`config.mk`:
```
export PLATFORM = sky130hd
export DESIGN_NAME = univ_shift_reg
export DESIGN_NICKNAME = d
export VERILOG_FILES = /design/src/rtl/univ_shift_reg_pkg.sv /design/src/rtl/usr_next_state.sv /design/src/rtl/univ_shift_reg.sv
export SDC_FILE = /design/constraint.sdc
export NUM_CORES = 1
export LEC_CHECK = 0
export BUFFER_PORTS_ARGS = -buffer_cell sky130_fd_sc_hd__buf_4
export CORE_MARGIN = 10
export CORE_UTILIZATION = 30
export CTS_CLUSTER_DIAMETER = 30
export CTS_CLUSTER_SIZE = 10
export DETAILED_ROUTE_END_ITERATION = 6
export HOLD_SLACK_MARGIN = 0.05
export PLACE_DENSITY = 0.54
export SLEW_MARGIN = 0
export SYNTH_ARGS = -nofsm -noshare
export SYNTH_HDL_FRONTEND = slang
export SYNTH_SLANG_ARGS = --single-unit
```
`constraint.sdc`:
```
create_clock -name clk -period 2.05 [get_ports clk]
set_input_delay 0.3075 -clock clk [delete_from_list [all_inputs] [get_ports clk]]
set_output_delay 0.3075 -clock clk [all_outputs]
set_load 0.01 [all_outputs]
```
`src/rtl/univ_shift_reg_pkg.sv`:
```
// Shared types for the universal shift register.
// Holds the mode encoding used by the RTL and the bench.
package univ_shift_reg_pkg;

    typedef enum logic [2:0] {
        USR_HOLD = 3'b000,
        USR_LOAD = 3'b001,
        USR_SHL  = 3'b010,
        USR_SHR  = 3'b011,
        USR_ROL  = 3'b100,
        USR_ROR  = 3'b101,
        USR_CLR  = 3'b110,
        USR_INV  = 3'b111
    } usr_mode_e;

    // Modes that advance the shift counter.
    function automatic logic usr_is_shift(usr_mode_e m);
        return (m == USR_SHL) || (m == USR_SHR);
    endfunction

    // Modes that restart the shift counter.
    function automatic logic usr_is_restart(usr_mode_e m);
        return (m == USR_LOAD) || (m == USR_CLR);
    endfunction

endpackage

```
`src/rtl/usr_next_state.sv`:
```
// Next-value selector for the universal shift register.
// Ports: q/d/sin_l/sin_r/mode in, nq (next register value) out.
module usr_next_state
    import univ_shift_reg_pkg::*;
#(
    parameter int WIDTH = 8
) (
    input  logic [WIDTH-1:0] q,
    input  logic [WIDTH-1:0] d,
    input  logic             sin_l,
    input  logic             sin_r,
    input  usr_mode_e        mode,
    output logic [WIDTH-1:0] nq
);

    always_comb begin
        nq = q;
        unique case (mode)
            USR_HOLD: nq = q;
            USR_LOAD: nq = d;
            USR_SHL:  nq = {q[WIDTH-2:0], sin_r};
            USR_SHR:  nq = {sin_l, q[WIDTH-1:1]};
            USR_ROL:  nq = {q[WIDTH-2:0], q[WIDTH-1]};
            USR_ROR:  nq = {q[0], q[WIDTH-1:1]};
            USR_CLR:  nq = '0;
            USR_INV:  nq = ~q;
        endcase
    end

endmodule

```
`src/rtl/univ_shift_reg.sv`:
```
// Universal shift register with saturating shift counter.
// Ports: clk, rst_n, en, mode, d, sin_r, sin_l in;
//        q, qb, sout_l, sout_r, shift_cnt, drained out.
module univ_shift_reg
    import univ_shift_reg_pkg::*;
#(
    parameter int WIDTH = 8,
    localparam int CW   = $clog2(WIDTH + 1)
) (
    input  logic             clk,
    input  logic             rst_n,
    input  logic             en,
    input  usr_mode_e        mode,
    input  logic [WIDTH-1:0] d,
    input  logic             sin_r,
    input  logic             sin_l,
    output logic [WIDTH-1:0] q,
    output logic [WIDTH-1:0] qb,
    output logic             sout_l,
    output logic             sout_r,
    output logic [CW-1:0]    shift_cnt,
    output logic             drained
);

    localparam logic [CW-1:0] CNT_MAX = CW'(WIDTH);

    logic [WIDTH-1:0] nq;
    logic [CW-1:0]    ncnt;

    usr_next_state #(
        .WIDTH (WIDTH)
    ) u_next (
        .q     (q),
        .d     (d),
        .sin_l (sin_l),
        .sin_r (sin_r),
        .mode  (mode),
        .nq    (nq)
    );

    // Counter saturates at WIDTH so drained stays asserted.
    always_comb begin
        ncnt = shift_cnt;
        if (usr_is_restart(mode)) begin
            ncnt = '0;
        end else if (usr_is_shift(mode) && shift_cnt != CNT_MAX) begin
            ncnt = shift_cnt + 1'b1;
        end
    end

    always_ff @(posedge clk or negedge rst_n) begin
        if (!rst_n) begin
            q         <= '0;
            shift_cnt <= '0;
        end else if (en) begin
            q         <= nq;
            shift_cnt <= ncnt;
        end
    end

    assign qb      = ~q;
    assign sout_l  = q[WIDTH-1];
    assign sout_r  = q[0];
    assign drained = (shift_cnt == CNT_MAX);

endmodule
```
# Yosys cells after proc, flatten, opt, wreduce, memory -nomap -nowiden
# Index checks and enable logic that the tools add are counted.
# Widths: inputs -> output; s select.
classes:
  add_sub_neg: 1
  bitwise: 2
  n_eq_ne: 9
  mux: 3
  reduce_logical: 7
ops:
  columns: ["operator", "n"]
  rows:
  - ["$pmux 8 s7", 1]
  - ["$eq 3x3->1 const B", 4]
  - ["$mux 4", 2]
  - ["$not 8->8", 1]
  - ["$eq 3x2->1 const B", 2]
  - ["$add 4x1->4 const B", 1]
  - ["$eq 4x4->1 const B", 1]
  - ["$ne 4x4->1 const B", 1]
  - ["$reduce_and 2->1", 2]
  - ["$eq 3x1->1 const B", 1]
  - ["$logic_not 3->1", 1]
  - ["$logic_or 1x1->1", 2]
  - ["$reduce_bool 2->1", 1]
  - ["$logic_and 1x1->1", 1]
  - ["$not 1->1", 1]
totals:
  in_bits: 16
  output_inout_bits: 23
  regBits: 12

# Longest topological paths before layout
# Gate-level depths: netlist of the first run.
depth:
  ltp_word: 5
  mapped_depth: 6
  ltp_nobuf: 6

# Hierarchy
# From an unflattened synthesis of the first run, not the netlist that was laid out.
unflattened:
  cells_unflattened: 151
  hier_area_um2: 1179.9
by_module_without_submodules:
  columns: ["module", "seq_area_each_um2", "n_inst", "area_per_inst_um2", "cells_per_inst"]
  rows:
  - ["univ_shift_reg", 300.3, 1, 610.6, 66]
  - ["usr_next_state", 0.0, 1, 569.3, 85]

# Least setup slack after synthesis of the first run
# No wires, ideal clock.
synth_path:
  path_kind: "reg-to-reg"
  start: "reg shift_cnt[0]"
  end: "reg shift_cnt[2]"
  setup_ns: 0.118
  n_path_buf: 0
  path_stages_with_launch: 7
  t_arrival_ns: 1.391
  path_slack_ns: 0.541
  cell_sequence: "dfrtp_1 -> inv_1 -> ha_1 -> and4bb_4 -> a2bb2oi_4 -> o21bai_1 -> a21o_1"
synth_between:
  elab_chain_len: 4
  word_cells_on_any_way: 7
synth_lines:
  columns: ["item", "line_no", "text"]
  rows:
  - ["start: declaration", "univ_shift_reg.sv:21", "output logic [CW-1:0] shift_cnt,"]
  - ["start signal: assignment", "univ_shift_reg.sv:57", "shift_cnt <= ncnt;"]
  - ["parallel branches: the longest is 4 deep, another holds $add 4x1->4", null, null]
# Several ways; the timed one is not identified. The select of a mux whose other input is x is not followed.
# A chain may end at the register's enable or synchronous reset.

# Worst setup path after layout of the first run
layout_path:
  start: "reg shift_cnt[0]"
  end: "out drained"
layout_between:
  elab_chain_len: 1
layout_lines:
  columns: ["item", "line_no", "text"]
  rows:
  - ["$eq 4x4->1", "univ_shift_reg.sv:64", "assign drained = (shift_cnt == CNT_MAX);"]
  - ["end: declaration", "univ_shift_reg.sv:22", "output logic drained"]
# No other way between the ends.

==> run summary, run 1 <==
The final net count came out at roughly 170. The gate count of the mapped netlist came out at between 100 and 150. The number of setup violations in the final report is 0. The via density per instance is around 5.3.

The achievable clock frequency came out at roughly 620 MHz. The tree is rooted in a clkbuf_4. The most used flip-flop cell after synthesis is dfrtp_1. The first-pass iteration count of the detailed router is 4. The fraction of registers with async set/reset came out at 100%. The post-DP HPWL came out at ~2400 microns.

The slew at the pin closest to its max-slew limit came out at 0.330 ns. The final design utilization came out at 39.6%. The largest clock skew in the final design came out at 0.000277 ns. The number of placed instances with taps included is approximately 190. Yosys printed 0 warnings. The number of global-route vias before repair was 1035. In this run the biggest area consumer among cell types represents 29.5% of the synthesized area. The number of port buffers is 38. The number of synthesized register bits came out at 12. The critical path in this run is classified as reg -> out.

The worst min-delay path category is in -> reg. The cell area after synthesis is 0.00102 sq mm. After layout, the design draws a total of around 1.1 mW. The worst path uses 78.9% of the clock period.

The worst-case vdd ir drop came out at roughly 0.36 mV. The final count of hold timing violations was 0. The total negative slack came out at 0 ns. Sorting the synthesized cells by area gives the leading types as dfrtp_1, a21oi_1, inv_1. The fraction of final layout cells with drive strength greater than 1 is 32.9%.

0 antenna diodes ended up in the layout. STA puts the critical path data required time at about 1.7 ns. TritonCTS built the clock tree. The largest fanout of any net on the critical path is 6.

The post-route non-filler standard cell count came out at between 150 and 200. The average instance area after synthesis came out at between 8 and 9 sq um. The power density over the cells is 834 mW/mm^2. The standard cell core area came out at about 0.0033 sq mm.

In this run the core area contains 21 standard-cell rows. The dominant cell type by area after synthesis is dfrtp_1. The number of fill cells is between 300 and 400.

The slowest stage of the critical path is the dfrtp_1 cell. In the global route stage, overall resource usage came out at 10.2%. The static power due to leakage came out at roughly 0.61 nW. The total clock buffers created by CTS came out at 3. For this configuration, the core starts out at a cell density of between 30% and 40%. After detailed routing, the total wire length is 3140 microns. The routed via count came out at approximately 1000. The sequential cell area fraction in the yosys report is approximately 30%. The run finished with clean final reports.

The floorplan die width came out at 78.2 microns. The remaining max-slew budget at the tightest pin came out at between 70 and 80%. The commonest cells after synthesis are dfrtp_1, inv_1, a21oi_1. In this run the number of H-tree levels came out at 1. The number of violations reported at the end of detailed-routing iteration 0 is approximately 110. The largest buffer count on any clock path came out at 2. Before CTS, the worst setup slack after placement is between 0.4 and 0.5 ns. The count of distinct cell types in the synthesized netlist is 45.

At the end of routability-driven placement, the weighted congestion stood at about 0.78. The post-synthesis net count is between 100 and 150. The register clock-pin slew on the reported worst setup and hold paths came out at around 0.07 ns. Setup repair after global routing left no endpoint under its margin.

The finished cells cover around 0.0013 sq mm. The number of max-slew violations in the final report is 0. The critical path arrival came out at between 1 and 1.5 ns. The max-capacitance violation count is 0. The post-CTS setup-driven buffer insertion count came out at 0. The latest clock arrival within the worst-skew pair is between 0.2 and 0.3 ns. The count of flip-flops with a built-in enable after synthesis came out at 0. In the final routed layout, each cell accounts on average for roughly 16 microns.

The largest single stage delay on the critical path is approximately 0.44 ns. The final antenna-violating net count came out at 0. The remaining design rule violation count is 0. The tightest hold margin is approximately 0.35 ns. Measured along the y axis, the die boundary spans roughly 78 microns.

The first-pass GRT wire length is a little over 5000 microns. The synthesis-to-finish area growth is 28.8%. The number of primary I/O pins is 39.

The total clock sinks is 12. After detailed placement, the total cell area comes to 0.00128 sq mm. The total global routing overflow came out at 0. For the finished layout, the period the worst path requires is 1.62 ns.

The final worst setup slack came out at 0.432 ns. The critical path endpoint category is an output port. The initial antenna violation count was 0. The signal on the critical path passes through inv_1, ha_1, nand2_1, nor2_1, buf_4. The overall die area came out at 0.00612 sq mm. The pin count of the biggest net entering global routing came out at 22. The element type at the critical path start is a flip-flop.
==> what timing repair did <==
item	4_1_cts	5_1_grt
hold buffers	1	0
gates resized for setup	0	0
endpoints found under the hold margin	12	0
==> report_power, final <==
group	switching, mW	total [mW]	internal [mW]
clock network	0.0811	0.149	0.0681
logic	0.272	0.560	0.288
registers	0.0938	0.383	0.290
==> cell families after synthesis <==
kind of cell,count (synthesis),share of synthesized area (%)
buf+inv,23,13.5
simple gates,31,16.1
mux,6,8.36
xor+xnor,1,0.861
compound gates,41,29.2
fa+ha+maj,2,2.46
flops,12,29.5
==> area by class of cell <==
type	instances	area (sq um)	share of cell area [%]
clock buffer	3	22.5	1.72
inverter	14	55.1	4.20
multi-input combinational	81	579	44.2
sequential	12	300	22.9
tap	46	57.6	4.39
timing repair buffer	39	295	22.5
==> cells in the final DEF (no fill, tap or decap), drive strengths merged, types with 2 or more instances in the layout <==
master,n
clkbuf,3
a21oi,11
o22ai,3
nor2,10
o32ai,3
buf,38
mux2i,5
inv,14
ha,2
a32oi,3
nand2,9
o21ai,6
nor3,2
a31oi,4
dfrtp,12
nand3b,2
==> registers in the layout (all words and copies together) (netlist names) <==
signal     flops
q              8
shift_cnt      4
==> worst max-delay path, delay by kind of cell, from the launching register on <==
family / cells / cell delay (ns)
adder cells (fa/ha/maj): 1 / 0.23
buffers and inverters: 2 / 0.22
flip-flops: 1 / 0.44
AND/OR/NAND/NOR: 2 / 0.15
==> final timing paths <==
kind / startpoint / endpoint / slack, ns / depth (start not counted)
max in group asynchronous: rst_n / shift_cnt[3] / 1.48 / 2
min in group asynchronous: rst_n / q[3] / 0.41 / 2
hold reg to reg: shift_cnt[1] / shift_cnt[1] / 0.61 / 2
hold / removal: en / q[3] / 0.35 / 2
setup reg to reg: shift_cnt[0] / shift_cnt[2] / 0.46 / 6
setup / recovery: shift_cnt[0] / drained / 0.43 / 5
==> metal layers <==
metal	up-vias	wire (microns)	track usage, %
met3	7	323	4.33
li1	491	-	-
met5	-	0	0
met4	0	54	3.58
met1	477	1310	12.3
met2	50	1450	16.0
No activity file was read; power rests on OpenSTA's default activity.
==> inputs of run 2 (changes only) <==
==> constraint.sdc (replaced) <==
create_clock -name clk -period 1.6 [get_ports clk]
set_input_delay 0.24 -clock clk [delete_from_list [all_inputs] [get_ports clk]]
set_output_delay 0.24 -clock clk [all_outputs]
set_load 0.01 [all_outputs]
==> run summary, run 2 (synthesized netlist as in run 1, its figures left out) <==
The run finished with clean final reports. TritonCTS built the clock tree. The power density over the cells came out at ~1100 mW/mm^2.

The reg2reg setup slack came out at between 0.1 and 0.15 ns. The clock net in this run drives a total of 12 sinks. In this run the critical register-to-register path is launched from shift_cnt[1].

Timing would allow up to approximately 660 MHz. The depth of the most critical reg-to-reg path is 6. For this block, the routed nets add up to 3110 microns of wire.

The post-DP HPWL is 2450 microns. The die covers slightly above 0.006 sq mm. For this run the aggregate overflow at the end of global routing stands at 0. The initial antenna violation count came out at 0. The maximum level of the CTS H-tree is 1. The remaining max-slew budget at the tightest pin is 79.1%. The final count of hold timing violations was 0. In the final layout, the registers with the most flip-flops are q: 8 flops, shift_cnt: 4 flops. The post-route fraction of the period consumed by the critical path came out at 94.1%.

The final net count is roughly 170. STA classifies the critical path endpoint as an output port. The critical path arrival came out at between 1 and 1.5 ns. Cells with a size suffix above 1 make up 35.3% of the layout. The die is about 78 microns tall. STA puts the critical path data required time at 1.36 ns. q holds more flip-flops than any other register. The detailed router placed between 1000 and 1500 vias in this run. The worst path meets setup with roughly 0.094 ns of slack. In this run, CTS created clock tree buffers numbering 3. After detailed routing, the average wire length per cell comes to around 16 microns. The number of max-slew violations in the final report came out at 0. For this design the static power due to leakage is 0.634 nW.

The worst-case vdd ir drop came out at between 0.8 and 0.9 mV. The total power after layout came out at 1.49 mW. The number of flip-flops in the largest register came out at 8.

In this run the remaining antenna-violating nets after routing total 0. The final standard cell area without fillers is between 0.001 and 0.0015 sq mm. In this run the cell area measured after placement is between 0.001 and 0.0015 sq mm. The initial utilization of the core area, before any placement, comes to just over 30%. The largest fanout of any net on the critical path came out at 3. The largest clock skew in the final design is 0.00461 ns. The setup path with the least slack is of type reg -> out. The initialized floorplan defines 21 standard-cell rows. The via density per instance came out at 5.11. For this run, design rule violations remaining after detail routing come to 0. The tightest min-delay check is of the in -> reg type.

Routability-driven placement finished with a final weighted congestion of ~0.85. The first-pass GRT wire length is around 5200 microns. The slew at the pin closest to its max-slew limit is 0.308 ns.

The critical path ends at drained. The pin count of the biggest net entering global routing came out at 22. The worst path needs approximately 1.5 ns of the cycle, external delays included. In the layout the commonest cells are buf_4, inv_1, dfrtp_1. The clock root buffer is clkbuf_4.

The register clock-pin slew on the reported worst setup and hold paths is 0.08 ns. The number of setup violations in the final report came out at 0. The number of violations reported at the end of detailed-routing iteration 0 came out at just over 80.

The worst slack at placement came out at around 0.15 ns. The element type at the critical path start is a flip-flop. For the worst-skew pair, the clock arrives at the later sink with an insertion delay of approximately 0.28 ns.

In this run the worst setup path begins at shift_cnt[1]. The number of global-route vias before repair is approximately 1100. The floorplan die width is ~80 microns. The largest buffer count on any clock path is 2. Pin placement for this block handled 39 I/O pins. The standard cell core area is 0.00331 sq mm. The max-capacitance violation count came out at 0. The first-pass iteration count of the detailed router is 4. The post-route non-filler standard cell count is roughly 200. The synthesis-to-finish area growth is 32.6%. The antenna diode instance count is 0. The library cell used most frequently in the layout, excluding fill and tap cells, is buf_4. The worst register-to-register path ends at shift_cnt[3]. Port buffering added 38 buffers.

The total global-route track usage is between 10% and 20%. The final design utilization is about two fifths. Once placement completed, the tool counted placed cells totaling a little under 200.
-- run 2: cell types whose count changed in the layout (fill, tap and decap cells not counted) --
| cell | change |
|---|---|
| clkbuf_8 | +1 |
| buf_4 | +3 |
| ha_1 | -1 |
| ha_2 | +1 |
-- run 2: how the worst min path moves through the flow --
| stage | cells past startpoint | end | start |
|---|---|---|---|
| after floorplan | 0 | q[0] | rst_n |
| after global placement | 1 | q[3] | rst_n |
| after detailed placement | 1 | q[4] | rst_n |
| after CTS | 2 | q[4] | en |
| after global routing | 2 | q[3] | en |
| final | 2 | q[3] | en |
-- run 2: worst max-delay path: stages, from the launching register on --
cell,delay (ns)
dfrtp_1,0.39
inv_1,0.06
ha_2,0.18
nand2_1,0.09
nor2_1,0.13
buf_4,0.14
-- run 2: report_power, final --
group / internal [mW] / leakage, nW / switching (mW) / total [mW]
Combinational: 0.401 / 0.467 / 0.374 / 0.775
Clock: 0.138 / 0.0210 / 0.107 / 0.246
Sequential: 0.371 / 0.146 / 0.0959 / 0.467
-- run 2: area by class of cell --
class | instances | area [sq um]
fillers | 354 | 1960
well taps | 46 | 57.6
multi-input cells | 81 | 582
inverters | 14 | 55.1
clock buffers | 4 | 36.3
flip-flops and latches | 12 | 300
repair buffers | 42 | 318
-- run 2: layer usage --
layer	up-vias	GRT usage, %	share of wire, %
met5	-	0	0
met3	2	3.99	7.3
met4	0	2.15	0.64
met2	36	17.5	48
li1	497	-	-
met1	482	11.8	44
-- run 2: per-stage QoR --
step	hold slack [ns]	TNS, ns
6_report	0.290	0
5_1_grt	0.280	-0.00586
4_1_cts	0.276	0
3_5_place_dp	0.0951	0
3_3_place_gp	0.100	0
2_1_floorplan	-0.0556	0
-- run 2: what timing repair did --
item                                    CTS  global route
gates resized for setup                   0             1
endpoints found under the setup margin    0             1
hold buffers                              1             0
hold endpoints to repair                 12             0
buffers inserted                          0             0
